[src/rtl/iq_pkg.sv]
// Shared types and constants for the dual-slot instruction queue.
package iq_pkg;

  localparam int IQ_DEPTH_DEFAULT = 8;
  localparam int ISSUE_WIDTH      = 2;

  typedef struct packed {
    logic [63:0] pc;
    logic [31:0] inst;
  } iq_entry_t;

endpackage

[src/rtl/iq_storage.sv]
// Entry array for the instruction queue: two write ports, two combinational read ports.
module iq_storage
  import iq_pkg::*;
#(
  parameter int DEPTH = IQ_DEPTH_DEFAULT,
  parameter int PTR_W = $clog2(DEPTH)
) (
  input  logic             clk,
  input  logic             we0,
  input  logic [PTR_W-1:0] waddr0,
  input  iq_entry_t        wdata0,
  input  logic             we1,
  input  logic [PTR_W-1:0] waddr1,
  input  iq_entry_t        wdata1,
  input  logic [PTR_W-1:0] raddr0,
  output iq_entry_t        rdata0,
  input  logic [PTR_W-1:0] raddr1,
  output iq_entry_t        rdata1
);

  iq_entry_t mem [DEPTH];

  // NOTE: the array has no reset; occupancy lives in the pointers, so stale contents are never observed.
  always_ff @(posedge clk) begin
    if (we0) mem[waddr0] <= wdata0;
    if (we1) mem[waddr1] <= wdata1;
  end

  assign rdata0 = mem[raddr0];
  assign rdata1 = mem[raddr1];

endmodule

[src/rtl/inst_queue.sv]
// Dual-slot FIFO between fetch and decode; presents the two oldest entries first-word-fall-through.
module inst_queue
  import iq_pkg::*;
#(
  parameter int DEPTH = IQ_DEPTH_DEFAULT,
  parameter int PTR_W = $clog2(DEPTH)
) (
  input  logic           clk,
  input  logic           rst_n,
  input  logic           fetch_inst0_valid_i,
  input  logic [63:0]    fetch_inst0_pc_i,
  input  logic [31:0]    fetch_inst0_inst_i,
  input  logic           fetch_inst1_valid_i,
  input  logic [63:0]    fetch_inst1_pc_i,
  input  logic [31:0]    fetch_inst1_inst_i,
  output logic           fetch_ready_o,
  input  logic           stall_decoder_inst0_i,
  input  logic           stall_decoder_inst1_i,
  input  logic           flush_iq_i,
  output logic           inst0_f1_valid_o,
  output logic [63:0]    inst0_f1_pc_o,
  output logic [31:0]    inst0_f1_inst_o,
  output logic           inst1_f1_valid_o,
  output logic [63:0]    inst1_f1_pc_o,
  output logic [31:0]    inst1_f1_inst_o,
  output logic [PTR_W:0] iq_count_o
);

  localparam int CNT_W = PTR_W + 1;
  localparam int NUM_W = $clog2(ISSUE_WIDTH + 1);
  localparam logic [CNT_W-1:0] READY_MAX = CNT_W'(DEPTH - ISSUE_WIDTH);

  logic [PTR_W-1:0] head_q, head_d, tail_q, tail_d;
  logic [CNT_W-1:0] count_q, count_d;
  logic             enq, deq, we0, we1;
  logic [NUM_W-1:0] n_enq, n_deq;
  iq_entry_t        wdata0, wdata1, rdata0, rdata1;

  // Ready depends only on registered occupancy, never on stall or flush.
  assign fetch_ready_o    = (count_q <= READY_MAX);
  assign inst0_f1_valid_o = (count_q != '0);
  assign inst1_f1_valid_o = (count_q >= CNT_W'(2));

  assign enq   = fetch_ready_o && !flush_iq_i;
  assign deq   = !stall_decoder_inst0_i && !stall_decoder_inst1_i;
  assign n_enq = NUM_W'(fetch_inst0_valid_i) + NUM_W'(fetch_inst1_valid_i);
  assign n_deq = NUM_W'(inst0_f1_valid_o) + NUM_W'(inst1_f1_valid_o);

  // A lone slot-1 instruction is packed into the tail slot through port 0.
  assign we0    = enq && (fetch_inst0_valid_i || fetch_inst1_valid_i);
  assign we1    = enq && fetch_inst0_valid_i && fetch_inst1_valid_i;
  assign wdata0 = fetch_inst0_valid_i ? {fetch_inst0_pc_i, fetch_inst0_inst_i}
                                      : {fetch_inst1_pc_i, fetch_inst1_inst_i};
  assign wdata1 = {fetch_inst1_pc_i, fetch_inst1_inst_i};

  iq_storage #(.DEPTH(DEPTH), .PTR_W(PTR_W)) u_storage (
    .clk    (clk),
    .we0    (we0),
    .waddr0 (tail_q),
    .wdata0 (wdata0),
    .we1    (we1),
    .waddr1 (tail_q + PTR_W'(1)),
    .wdata1 (wdata1),
    .raddr0 (head_q),
    .rdata0 (rdata0),
    .raddr1 (head_q + PTR_W'(1)),
    .rdata1 (rdata1)
  );

  // NOTE: combinational blocks use blocking assignments and default every output first, so no latch is inferred.
  always_comb begin
    head_d  = head_q;
    tail_d  = tail_q;
    count_d = count_q;
    if (flush_iq_i) begin
      head_d  = '0;
      tail_d  = '0;
      count_d = '0;
    end else begin
      if (enq) tail_d = tail_q + PTR_W'(n_enq);
      if (deq) head_d = head_q + PTR_W'(n_deq);
      count_d = count_q + (enq ? CNT_W'(n_enq) : '0) - (deq ? CNT_W'(n_deq) : '0);
    end
  end

  // NOTE: sequential state uses non-blocking assignments so every flop samples pre-edge values.
  always_ff @(posedge clk or negedge rst_n) begin
    if (!rst_n) begin
      head_q  <= '0;
      tail_q  <= '0;
      count_q <= '0;
    end else begin
      head_q  <= head_d;
      tail_q  <= tail_d;
      count_q <= count_d;
    end
  end

  assign inst0_f1_pc_o   = inst0_f1_valid_o ? rdata0.pc   : '0;
  assign inst0_f1_inst_o = inst0_f1_valid_o ? rdata0.inst : '0;
  assign inst1_f1_pc_o   = inst1_f1_valid_o ? rdata1.pc   : '0;
  assign inst1_f1_inst_o = inst1_f1_valid_o ? rdata1.inst : '0;
  assign iq_count_o      = count_q;

endmodule

[config.mk]
export PLATFORM = sky130hd
export DESIGN_NAME = inst_queue
export DESIGN_NICKNAME = d
export VERILOG_FILES = /design/src/rtl/iq_pkg.sv /design/src/rtl/iq_storage.sv /design/src/rtl/inst_queue.sv
export SDC_FILE = /design/constraint.sdc
export NUM_CORES = 2
export LEC_CHECK = 0
export CAP_MARGIN = 40
export CORE_MARGIN = 1
export CORE_UTILIZATION = 40
export CTS_CLUSTER_DIAMETER = 150
export CTS_CLUSTER_SIZE = 20
export DETAILED_ROUTE_END_ITERATION = 16
export PLACE_DENSITY = 0.59
export SLEW_MARGIN = 20
export SYNTH_ARGS = -nofsm -noshare
export SYNTH_HDL_FRONTEND = slang
export SYNTH_SLANG_ARGS = --single-unit
[constraint.sdc]
create_clock -name clk -period 12.05 [get_ports clk]
set_clock_uncertainty 0.2 [all_clocks]
set_input_delay 3.615 -clock clk [delete_from_list [all_inputs] [get_ports clk]]
set_output_delay 3.615 -clock clk [all_outputs]
set_load 0.05 [all_outputs]
Word level (Yosys, flattened, before mapping)
Memory sizes are Yosys's and may differ from the RTL's.
Index checks and enable logic that the tools add are counted.
{ "totals": {"ff_bits": 10, "ram_bits": 768, "inputBits": 199, "out_inout_bits": 199, "elab_cells": 42, "n_memories": 1} }
{ "memory_table": {"columns": ["memory", "depth", "word_bits", "rd", "rd_clocked_by_memory_dff", "wr", "line", "text"], "rows": [
  ["u_storage.mem", 8, 96, 2, 0, 2, "iq_storage.sv:21", "iq_entry_t mem [DEPTH];"]
]} }
{ "op_classes": {"n_addsub": 8, "order_cmp": 2, "muxes": 16, "reduce_logical": 12} }
{ "ops": {"columns": ["cell", "n"], "rows": [
  ["$mux 64", 2],
  ["$mux 96", 1],
  ["$mux 32", 2],
  ["$mux 3", 4],
  ["$add 3x1->3 const B", 2],
  ["$add 3x2->3", 2],
  ["$logic_and 1x1->1", 5],
  ["$add 1x1->2", 2],
  ["$add 4x2->4", 1],
  ["$ge 4x2->1 const B", 1],
  ["$le 4x3->1 const B", 1],
  ["$mux 1", 4],
  ["$mux 2", 2],
  ["$mux 4", 1],
  ["$reduce_bool 2->1", 2],
  ["$reduce_bool 4->1", 1],
  ["$sub 4x2->4", 1],
  ["$logic_not 1->1", 3],
  ["$logic_or 1x1->1", 1]
]} }

Depth between registers and ports, before layout
{ "logic_depth": {"ltp_word": 6, "mapped_depth": 13, "mapped_depth_nobuf": 13} }

By module
A second synthesis with hierarchy kept.
{ "unflattened": {"cells_unflattened": 2734, "area_unflattened_um2": 47017.6} }
{ "modules_own_cells": {"columns": ["module", "instances", "cells_per_inst", "area_each_um2", "seq_area_each_um2"], "rows": [
  ["iq_storage", 1, 2330, 43669.4, 23062.1],
  ["inst_queue", 1, 404, 3348.2, 250.2]
]} }

Least setup slack after synthesis
OpenSTA, ideal clock, no wires.
{ "synth_path": {"kind": "input to register", "start": "input fetch_inst0_valid_i", "end": "memory u_storage.mem[1][0] (netlist name) (enable)", "setup_ns": 0.582, "t_arrival_ns": 9.746, "required_time_ns": 11.268, "setup_slack_ns": 1.521, "stages": 8, "n_path_buf": 3, "path_cell_list": "buf_2 buf_2 buf_1 inv_1 ha_1 nand2b_1 or3_1 a21oi_1"} }
{ "synth_lines": {"columns": ["item", "line", "text"], "rows": [
  ["start, declared", "inst_queue.sv:10", "input logic fetch_inst0_valid_i,"],
  ["end, declared", "iq_storage.sv:21", null]
]} }

Worst setup path after layout
{ "layout_path": {"start": "register head_q[0]", "end": "output inst1_f1_inst_o[2]"} }
{ "layout_between": {"elab_chain_cells": 3} }
{ "layout_rtl": {"columns": ["item", "line", "text"], "rows": [
  ["start, declared", "inst_queue.sv:33", "logic [PTR_W-1:0] head_q, head_d, tail_q, tail_d;"],
  ["start signal, assigned", "inst_queue.sv:89", "head_q <= '0;"],
  ["start signal, assigned", "inst_queue.sv:93", "head_q <= head_d;"],
  ["$add 3x1->3", "inst_queue.sv:66", ".raddr1 (head_q + PTR_W'(1)),"],
  ["$mem_v2 8x96", null, null],
  ["$mux 32", "inst_queue.sv:102", "assign inst1_f1_inst_o = inst1_f1_valid_o ? rdata1.inst : '0;"],
  ["end, declared", "inst_queue.sv:25", "output logic [31:0] inst1_f1_inst_o,"]
]} }
No other way between the ends.

==> impl_metrics.yaml <==
outcome:
  status: "completed"
cts:
  clkTransAtPathRegs_ns: 0.09
  postCtsSetupRepairBufs: 0
  root_buffer: "clkbuf_16"
  clockBufferDepth: 3
  clock-sinks: 778
  insertion_delay_ns: 0.65
  ctsHoldBuffers: 0
  cts_made_buffers: 44
  cts_tree: "done"
  cts_max_level: 2
  cts_resized: 0
sta:
  fin_crit_ns: 8.67
  hold_slack_ns: 0.479
  finalHoldViolations: 0
  period_share_pct: 72.0
  setup-tns-final_ns: 0
  rsz0062_at_grt: "no"
  relSlewSlack_pct: 36.1
  worstMarginPinSlew_ns: 0.959
  fmax_mhz: 115
  slew_viol_final: 0
  setup_viol: 0
logic_synthesis:
  synth_ff_type: "edfxtp_1"
  avgSynthCellArea_sq_um: 17.9
  ys_seq_elements: 778
  synth_nets: 2772
  synthesis.area_sq_um: 45700
  synth-edff-count: 768
  yosysUniqueCellTypes: 39
  synth_cells: 2556
  ys_seq_area_share_pct: 51.1
  yosysWarnings: 0
  ys_async_sr_fraction_pct: 1.29
die:
  rows: 123
  die_y_um: 340
  die-area_sq_um: 115000
  ioPinCount: 398
  initial_utilization_pct: 40.5
  fp.dieW_um: 340
  core-area_sq_um: 113000
placed_design:
  dpl.hpwl_um: 85800
  port_buffers: 397
  gp_congestion: 0.778
detailed_routing:
  drt_pre_antenna_iters: 5
  drtIter0Drc: 2485
  antenna_left: 0
  via_per_inst: 6.28
  vias: 27500
  routed_wl_um: 145000
  post_drt_wl_per_cell_um: 33.0
  drc: 0
global_routing:
  grtUsageMet1_pct: 32.9
  grt_antenna_before_repair: 16
  use_met3_pct: 3.88
  use_met2_pct: 42.2
  grt_pass1_wl_um: 207000
  grt-busiest-layer: "met2"
  grt_pass1_vias: 28900
  grt_max_degree: 118
  grt-ovfl-total: 0
  grt_use_total_pct: 24.6
layout:
  fillers: 9481
  drive_above_1_share_pct: 49.1
  finish.utilization_pct: 46.9
  final_cell_mix: "mux2_2 (784), edfxtp_1 (768), clkdlybuf4s50_1 (396)"
  area_growth_pct: 15.8
  layout_commonest_cell: "mux2_2"
  final_net_count: 3081
power:
  vdd_ir_drop_max_mv: 0.181
  p_leak_nw: 16.6
  power.density_nw_per_um2: 211
critical_path:
  worst-path-max-fanout: 47
  critical_path_class: "reg2out"
  required_ns: 8.23
  worst_setup_path_end_kind: "output pin"
  cp.arrival_ns: 4.86
  start_kind: "flip-flop"
min_path:
  hold_class: "reg2reg"
job:
  cap_viol_max_count: 0
registers in the layout, summed over array words and instances, names as in the netlist:
signal,count
u_storage.mem,768
iq_count_o,4
head_q,3
tail_q,3
where the power goes:
part	switching, mW	leakage, nW	total (mW)	internal [mW]
Clock	0.904	0.566	1.58	0.676
Combinational	3.71	8.99	6.18	2.48
Sequential	0.140	7.09	3.41	3.27
kinds of logic (layout without fill, tap and decap cells):
family	after synthesis	count (layout)	share of synthesized area, %
mux	1250	1250	41.0
flops	778	778	51.1
buf+inv	236	553	2.70
compound gates	211	211	3.92
simple gates	58	58	0.721
fa+ha+maj	17	17	0.532
xor+xnor	6	6	0.115
other cells	0	9	0
per-layer routing:
layer | part of all wire, % | routed length [um]
met4 | 1.8 | 2640
met2 | 50 | 73000
met3 | 6.9 | 9940
met5 | 0.046 | 67
met1 | 41 | 59000
critical path, cell delays in order (launching register included):
cell             delay [ns]
dfrtp_4                0.95
buf_4                  0.73
buf_4                  0.60
buf_16                 0.30
mux4_2                 0.53
a22o_1                 0.31
clkdlybuf4s50_1        0.74
metrics by stage:
step / instance area [sq um] / total power [mW] / instances / setup WS [ns]
5_1_grt: 52900 / 11.6 / 4379 / 3.04
3_5_place_dp: 51600 / 9.66 / 4316 / 3.94
6_report: 52900 / 11.2 / 4382 / 3.38
4_1_cts: 52800 / 11.3 / 4370 / 3.21
2_1_floorplan: 45700 / 7.62 / 2556 / 1.52
3_3_place_gp: 51000 / 9.56 / 4287 / 3.83
area by class of cell:
class / count / area (sq um) / area share (%)
well taps: 1500 / 1880 / 3.55
multi-input cells: 1542 / 21300 / 40.2
clock inverters: 1 / 3.75 / 0.00710
repair buffers: 490 / 5220 / 9.86
diodes: 9 / 22.5 / 0.0426
inverters: 9 / 33.8 / 0.0639
flip-flops and latches: 778 / 23300 / 44.1
clock buffers: 53 / 1160 / 2.19
final timing paths:
kind	start	endpoint	slack, ns	cells past startpoint
max	head_q[0]	inst1_f1_inst_o[2]	3.38	6
min	head_q[2]	head_q[2]	0.48	2
max reg2reg	iq_count_o[3]	u_storage.mem[6][49]	8.15	9
min reg2reg	head_q[2]	head_q[2]	0.48	2
max in group asynchronous	rst_n	head_q[0]	8.11	1
min in group asynchronous	rst_n	iq_count_o[2]	3.12	1
synthesized netlist by cell type, types with 18 or more instances:
cell	count	area, sq um
buf_2	92	460
buf_1	32	120
clkbuf_1	63	236
mux2_2	784	8830
mux4_2	384	8650
edfxtp_1	768	23100
mux2_4	80	1200
buf_4	18	135
buf_6	22	248
a22o_1	192	1680
Power figures use the tool's default switching activity.
